### src/rtl/decoder_2to4_stretch.sv
// rtl/decoder_2to4_stretch.sv - registered 2-to-4 decoder with per-code hold stretch and saturating line counters
module decoder_2to4_stretch #(
    parameter int HOLD_CYCLES = 4,
    parameter int CNT_W       = 8
) (
    input  logic             clk,
    input  logic             rst,
    input  logic [1:0]       in_code,
    input  logic             in_valid,
    output logic             in_ready,
    input  logic             clr_counts,
    output logic [3:0]       out_onehot,
    output logic             out_active,
    output logic [CNT_W-1:0] count_d0,
    output logic [CNT_W-1:0] count_d1,
    output logic [CNT_W-1:0] count_d2,
    output logic [CNT_W-1:0] count_d3
);

    localparam int HW = (HOLD_CYCLES > 1) ? $clog2(HOLD_CYCLES) : 1;
    localparam logic [HW-1:0] HOLD_LAST = HW'(HOLD_CYCLES - 1);

    typedef enum logic {
        IDLE = 1'b0,
        HOLD = 1'b1
    } state_t;

    state_t           state;
    logic [HW-1:0]    hold_cnt;
    logic [CNT_W-1:0] cnt [4];
    logic             xfer;

    // in_ready depends on registers only, so upstream sees no combinational loop
    assign in_ready = (state == IDLE) || (hold_cnt == '0);
    assign xfer     = in_valid && in_ready;

    // The registered one-hot line doubles as the stored code
    always_ff @(posedge clk or posedge rst) begin
        if (rst) begin
            state      <= IDLE;
            hold_cnt   <= '0;
            out_onehot <= 4'b0000;
            out_active <= 1'b0;
        end else begin
            case (state)
                IDLE: begin
                    if (xfer) begin
                        state      <= HOLD;
                        hold_cnt   <= HOLD_LAST;
                        out_onehot <= 4'b0001 << in_code;
                        out_active <= 1'b1;
                    end
                end
                HOLD: begin
                    if (hold_cnt != '0) begin
                        hold_cnt <= hold_cnt - HW'(1);
                    end else if (xfer) begin
                        hold_cnt   <= HOLD_LAST;
                        out_onehot <= 4'b0001 << in_code;
                    end else begin
                        state      <= IDLE;
                        out_onehot <= 4'b0000;
                        out_active <= 1'b0;
                    end
                end
                default: begin
                    state      <= IDLE;
                    out_onehot <= 4'b0000;
                    out_active <= 1'b0;
                end
            endcase
        end
    end

    // Clear wins over a same-cycle transfer increment
    always_ff @(posedge clk or posedge rst) begin
        if (rst) begin
            for (int i = 0; i < 4; i++) cnt[i] <= '0;
        end else if (clr_counts) begin
            for (int i = 0; i < 4; i++) cnt[i] <= '0;
        end else if (xfer && (cnt[in_code] != '1)) begin
            cnt[in_code] <= cnt[in_code] + CNT_W'(1);
        end
    end

    assign count_d0 = cnt[0];
    assign count_d1 = cnt[1];
    assign count_d2 = cnt[2];
    assign count_d3 = cnt[3];

endmodule

### config.mk
export PLATFORM = sky130hd
export DESIGN_NAME = decoder_2to4_stretch
export DESIGN_NICKNAME = d
export VERILOG_FILES = /design/src/rtl/decoder_2to4_stretch.sv
export SDC_FILE = /design/constraint.sdc
export NUM_CORES = 1
export LEC_CHECK = 0
export ABC_AREA = 1
export BUFFER_PORTS_ARGS = -buffer_cell sky130_fd_sc_hd__buf_4
export CORE_UTILIZATION = 34
export CTS_BUF_LIST = sky130_fd_sc_hd__clkbuf_16
export DETAILED_ROUTE_END_ITERATION = 8
export PLACE_DENSITY_LB_ADDON = 0.2
export SYNTH_ARGS = -nofsm -noshare
export SYNTH_HDL_FRONTEND = slang
export SYNTH_SLANG_ARGS = --single-unit
### constraint.sdc
create_clock -name clk -period 1.86 [get_ports clk]
set_input_delay 0 -clock clk [delete_from_list [all_inputs] [get_ports clk]]
set_output_delay 0 -clock clk [all_outputs]
set_load 0.02 [all_outputs]
* Yosys cells after proc, flatten, opt, wreduce, memory -nomap -nowiden
Cells that the tools add are included.
W data, S select, Z words.
** Cells by class
- $add $sub $neg :: 2
- $lt $le $gt $ge :: 2
- Equality and inequality tests :: 4
- Shifts and indexed selects :: 1
- Multiplexer cells :: 22
- Bitwise gates (word level) :: 2
- Reductions and logical operators :: 9
** Operator list (number)
- $mux W32 :: 2
- $bwmux W32 :: 1
- $mux W8 :: 3
- $bmux W8 S2 :: 1
- $demux W8 S2 :: 1
- $mux W4 :: 3
- $add A8 B1 Y8 const B :: 1
- $ne A8 B8 Y1 const B :: 1
- $pmux W4 S2 :: 1
- $ne A2 B2 Y1 const B :: 3
- $mux W1 :: 5
- $mux W2 :: 2
- $pmux W1 S2 :: 2
- $pmux W2 S2 :: 1
- $reduce_bool A2 Y1 :: 2
- $shl A1 B2 Y4 const A :: 1
- $ge A3 B3 Y1 const B :: 1
- $logic_and A1 B1 Y1 :: 3
- $lt A3 B1 Y1 const B :: 1
- $not A2 Y3 :: 1
- $reduce_and A3 Y1 :: 1
- $logic_not A2 Y1 :: 1
- $reduce_and A2 Y1 :: 1
- $sub A2 B1 Y2 const B :: 1
- 2 further kinds :: 2
** Word-level totals
- Bits in registers :: 40
- Input bits :: 6
- Word-level logic and storage cells :: 50

* Longest topological paths before layout
- Word-level depth :: 8
- Depth in mapped cells :: 15
- Depth with buffers taken out :: 13

* Worst setup path after synthesis
No wires, ideal clock.
- Kind :: reg2reg
- From :: register cnt, in the netlist count_d3[0]
- To :: register cnt, in the netlist count_d2[4]
- Setup time :: 0.066 ns
- Arrival :: 1.671 ns
- Data required time :: 1.794 ns
- Slack :: 0.123 ns
- Stages on the path, launching flop included :: 13
- Path buffers :: 0
- Period minus slack after synthesis :: 1.737 ns
- Cells stage by stage :: dfrtp_1 > nand3_1 > nand2_1 > nor2_1 > inv_2 > ha_1 > nand2_2 > nor2_2 > nand2_4 > nand2_4 > nor2_2 > nand2_1 > nand2_1
** On the way
- Longest elaborated chain between the ends :: 7
** RTL lines
- start, declared :: RTL line 30 : logic [CNT_W-1:0] cnt [4];
- start signal, assigned by index :: RTL line 82 : cnt[in_code] <= cnt[in_code] + CNT_W'(1);
- $bmux W8 S2 * :: RTL line 81, 82
- $mux W8 (implied by the code) * (2 in series) :: RTL line 81, 82
- $add A8 B1 Y8 :: RTL line 82
- $bwmux W32 :: RTL line 82
- $mux W32 :: RTL line 81 : end else if (xfer && (cnt[in_code] != '1)) begin
- $mux W32 :: RTL line 79 : end else if (clr_counts) begin
Mark *: on every way between the ends. The rest lies on a longest branch, timed or not. The select of a mux whose other input is x is not followed.
A chain may end at the register's enable or synchronous reset.

* Worst setup path after layout
- From :: register cnt, in the netlist count_d0[1]
- To :: register cnt, in the netlist count_d2[2]
Same word-level chain as after synthesis.

==> reports/qor.yml <==
run_status: "completed"
grt_pass1_wl_um: 9604
worstSetupStartpointType: "flip-flop"
yosys_warnings: 0
slowest_delay_ps: 380
overflow: 0
slew_headroom_pct: 65.37
rows: 28
arrival_ps: 1940
post-route-min-period_ps: 1740
r2r_cells: 12
die_w_um: 81.47
drt-pass1-iter-count: 4
hold_path_depth: 4
drive_gt1_share_pct: 31.04
netlist_area_sq_um: 2147
hold_end: "count_d2[5]"
start_util_pct: 35.84
path_delay_family: "simple AND/OR/NAND/NOR gates"
grt_max_degree: 41
antenna_cells: 0
setup_viol: 0
routed_wl_um: 5920
coreArea_sq_um: 5991
synth.area.top_cells: "dfrtp_1 (47%), nand2_1 (20%), nand3_1 (9.6%)"
synth_top_area_share_pct: 46.62
crit_type: "reg2reg"
post-place-ws_ps: -17.66
die_area_sq_um: 6637
grt_pass1_vias: 1859
syn_area_per_cell_sq_um: 7.807
antenna_found_initial: 0
die_h_um: 81.47
cts_inserted_buffers: 5
crit_chain: "nand2_1, nand2_1, nand2_1, nand2_1, ha_2, nand2_2, nor2_4, nand2_8, nand2_8, buf_12, nand3_1, o21ai_0"
synth_top_area_cell: "dfrtp_1"
io_pins: 44
power_density_nw_per_um2: 916.2
endpoint_kind: "flip-flop"
crit_start: "count_d0[1]"
use_met2_pct: 26.83
cp_common_cell: "nand2_1"
ir_drop_mv: 0.7536
drt-wirelength-per-cell_um: 14.44
worstPathRequired_ps: 2060
busiest_layer: "met1"
dp_hpwl_um: 4079
crit_fanout: 8
p_leak_nw: 1.519
syn_to_final_growth_pct: 36.54
hold_class: "in2reg"
netlist_instances: 275
io_buffers: 43
drv_cap: 0
synth_nets: 282
instances_no_fill: 410
met1_usage_pct: 29.42
clkSinkCount: 40
cts_tree: "built"
r2r-start: "count_d0[1]"
r2r_slack_ps: 120
setup_ws_ps: 119.8
gp_congestion: 0.8164
finalCritPeriodShare_pct: 93.56
critPathSlowestCell: "dfrtp_1"
dpl.cell_count: 394
grt_use_met3_pct: 4.000
setup_tns_ps: 0
path_buf_inv: 1
insertion_delay_ps: 280
tightest_slew_ps: 519.5
via_per_inst: 5.059
max_freq_mhz: 574.6
synth_seq_cells: 40
ys_seq_area_share_pct: 46.62
fin_nets: 341
holdCritStartpoint: "clr_counts"
ant_nets: 0
hold_violations: 0
drv_slew: 0
skew_ps: 4.475
cts_max_level: 2
r2r-end: "count_d2[2]"
netlist-cell-type-count: 27
post-route-util_pct: 48.93
holdWs_ps: 76.52
grtUsageTotal_pct: 19.46
drc: 0
root_buffer: "clkbuf_16"
cts_max_path_buffers: 2
first_iter_violations: 261
vias: 2074
clk_pin_slew_worst_paths_ps: 60
-- flip-flops by register name, indices dropped and copies added, names as in the netlist --
| name | flops |
|---|---|
| count_d0 | 8 |
| count_d1 | 8 |
| count_d2 | 8 |
| count_d3 | 8 |
| hold_cnt | 2 |
| out_active | 1 |
| out_onehot | 4 |
| state | 1 |
-- worst register-to-register path: stages (launching register included) --
cell	delay (ps)
dfrtp_1	380
nand2_1	70
nand2_1	60
nand2_1	40
nand2_1	130
ha_2	210
nand2_2	80
nor2_4	180
nand2_8	130
nand2_8	130
buf_12	110
nand3_1	60
o21ai_0	80
-- worst max path at each step --
stage	end	slack, ps	cells after the start
after detailed placement	count_d3[5]	-20	9
after floorplan	count_d2[4]	120	12
after CTS	count_d2[7]	20	9
final	count_d2[2]	120	12
after global placement	count_d3[5]	10	9
after global routing	count_d2[6]	-20	9
-- layout by cell type, fill, tap and decap left out, drive strengths merged, types with 2 or more instances in the layout --
cell type,count
nand2,127
buf,57
nand3,42
dfrtp,40
nor2,15
o21ai,14
inv,13
clkbuf,5
nor3,5
a31o,4
dlygate4sd3,2
xor2,2
clkinv,2
-- per-layer routing --
layer | share of wire (%) | routed length, um
met1 | 48 | 2859
met2 | 43 | 2568
met3 | 6.8 | 402
met4 | 1.5 | 89
met5 | 0 | 0
-- synth_stat cells (all sizes together) --
library cell / count
a22oi: 1
a31o: 4
a31oi: 1
buf: 6
clkbuf: 1
clkinv: 1
dfrtp: 40
ha: 1
inv: 12
nand2: 127
nand3: 42
nand3b: 1
nor2: 15
nor3: 5
o21ai: 14
or2: 1
xnor2: 1
xor2: 2
-- repair_timing --
item,4_1_cts,5_1_grt
setup buffers,0,6
endpoints found under the setup margin,5,24
gates resized for setup,2,19
hold endpoints to repair,42,0
pin swaps,0,6
hold buffers,2,0
-- metrics by stage --
| stage | cell area, sq um | power [mW] |
|---|---|---|
| after floorplan | 2147 | 1.407 |
| after global placement | 2581 | 1.630 |
| after detailed placement | 2581 | 1.637 |
| after CTS | 2776 | 2.621 |
| after global routing | 2932 | 2.808 |
| final | 2932 | 2.686 |
-- layout make-up --
class / instances / area (sq um)
repair buffers: 59 / 473.0
clock buffers: 5 / 125.1
well taps: 75 / 93.84
clock inverters: 3 / 38.79
fillers: 568 / 3059
multi-input cells: 215 / 1151
flip-flops and latches: 40 / 1001
inverters: 13 / 48.80
-- logic make-up after synthesis --
kind of cell             after synthesis  synth area share, %
AO/OA/AOI/OAI                         20                5.536
XOR/XNOR                               3                1.224
adder cells (fa/ha/maj)                1               0.5827
buffers and inverters                 20                4.836
flip-flops                            40                46.62
AND/OR/NAND/NOR                      191                41.20
-- power by group --
group	internal (mW)	leakage, nW	switching [mW]
registers	0.964	0.545	0.0574
clock network	0.625	0.0850	0.344
logic	0.265	0.889	0.430
No activity file was read; power rests on OpenSTA's default activity.
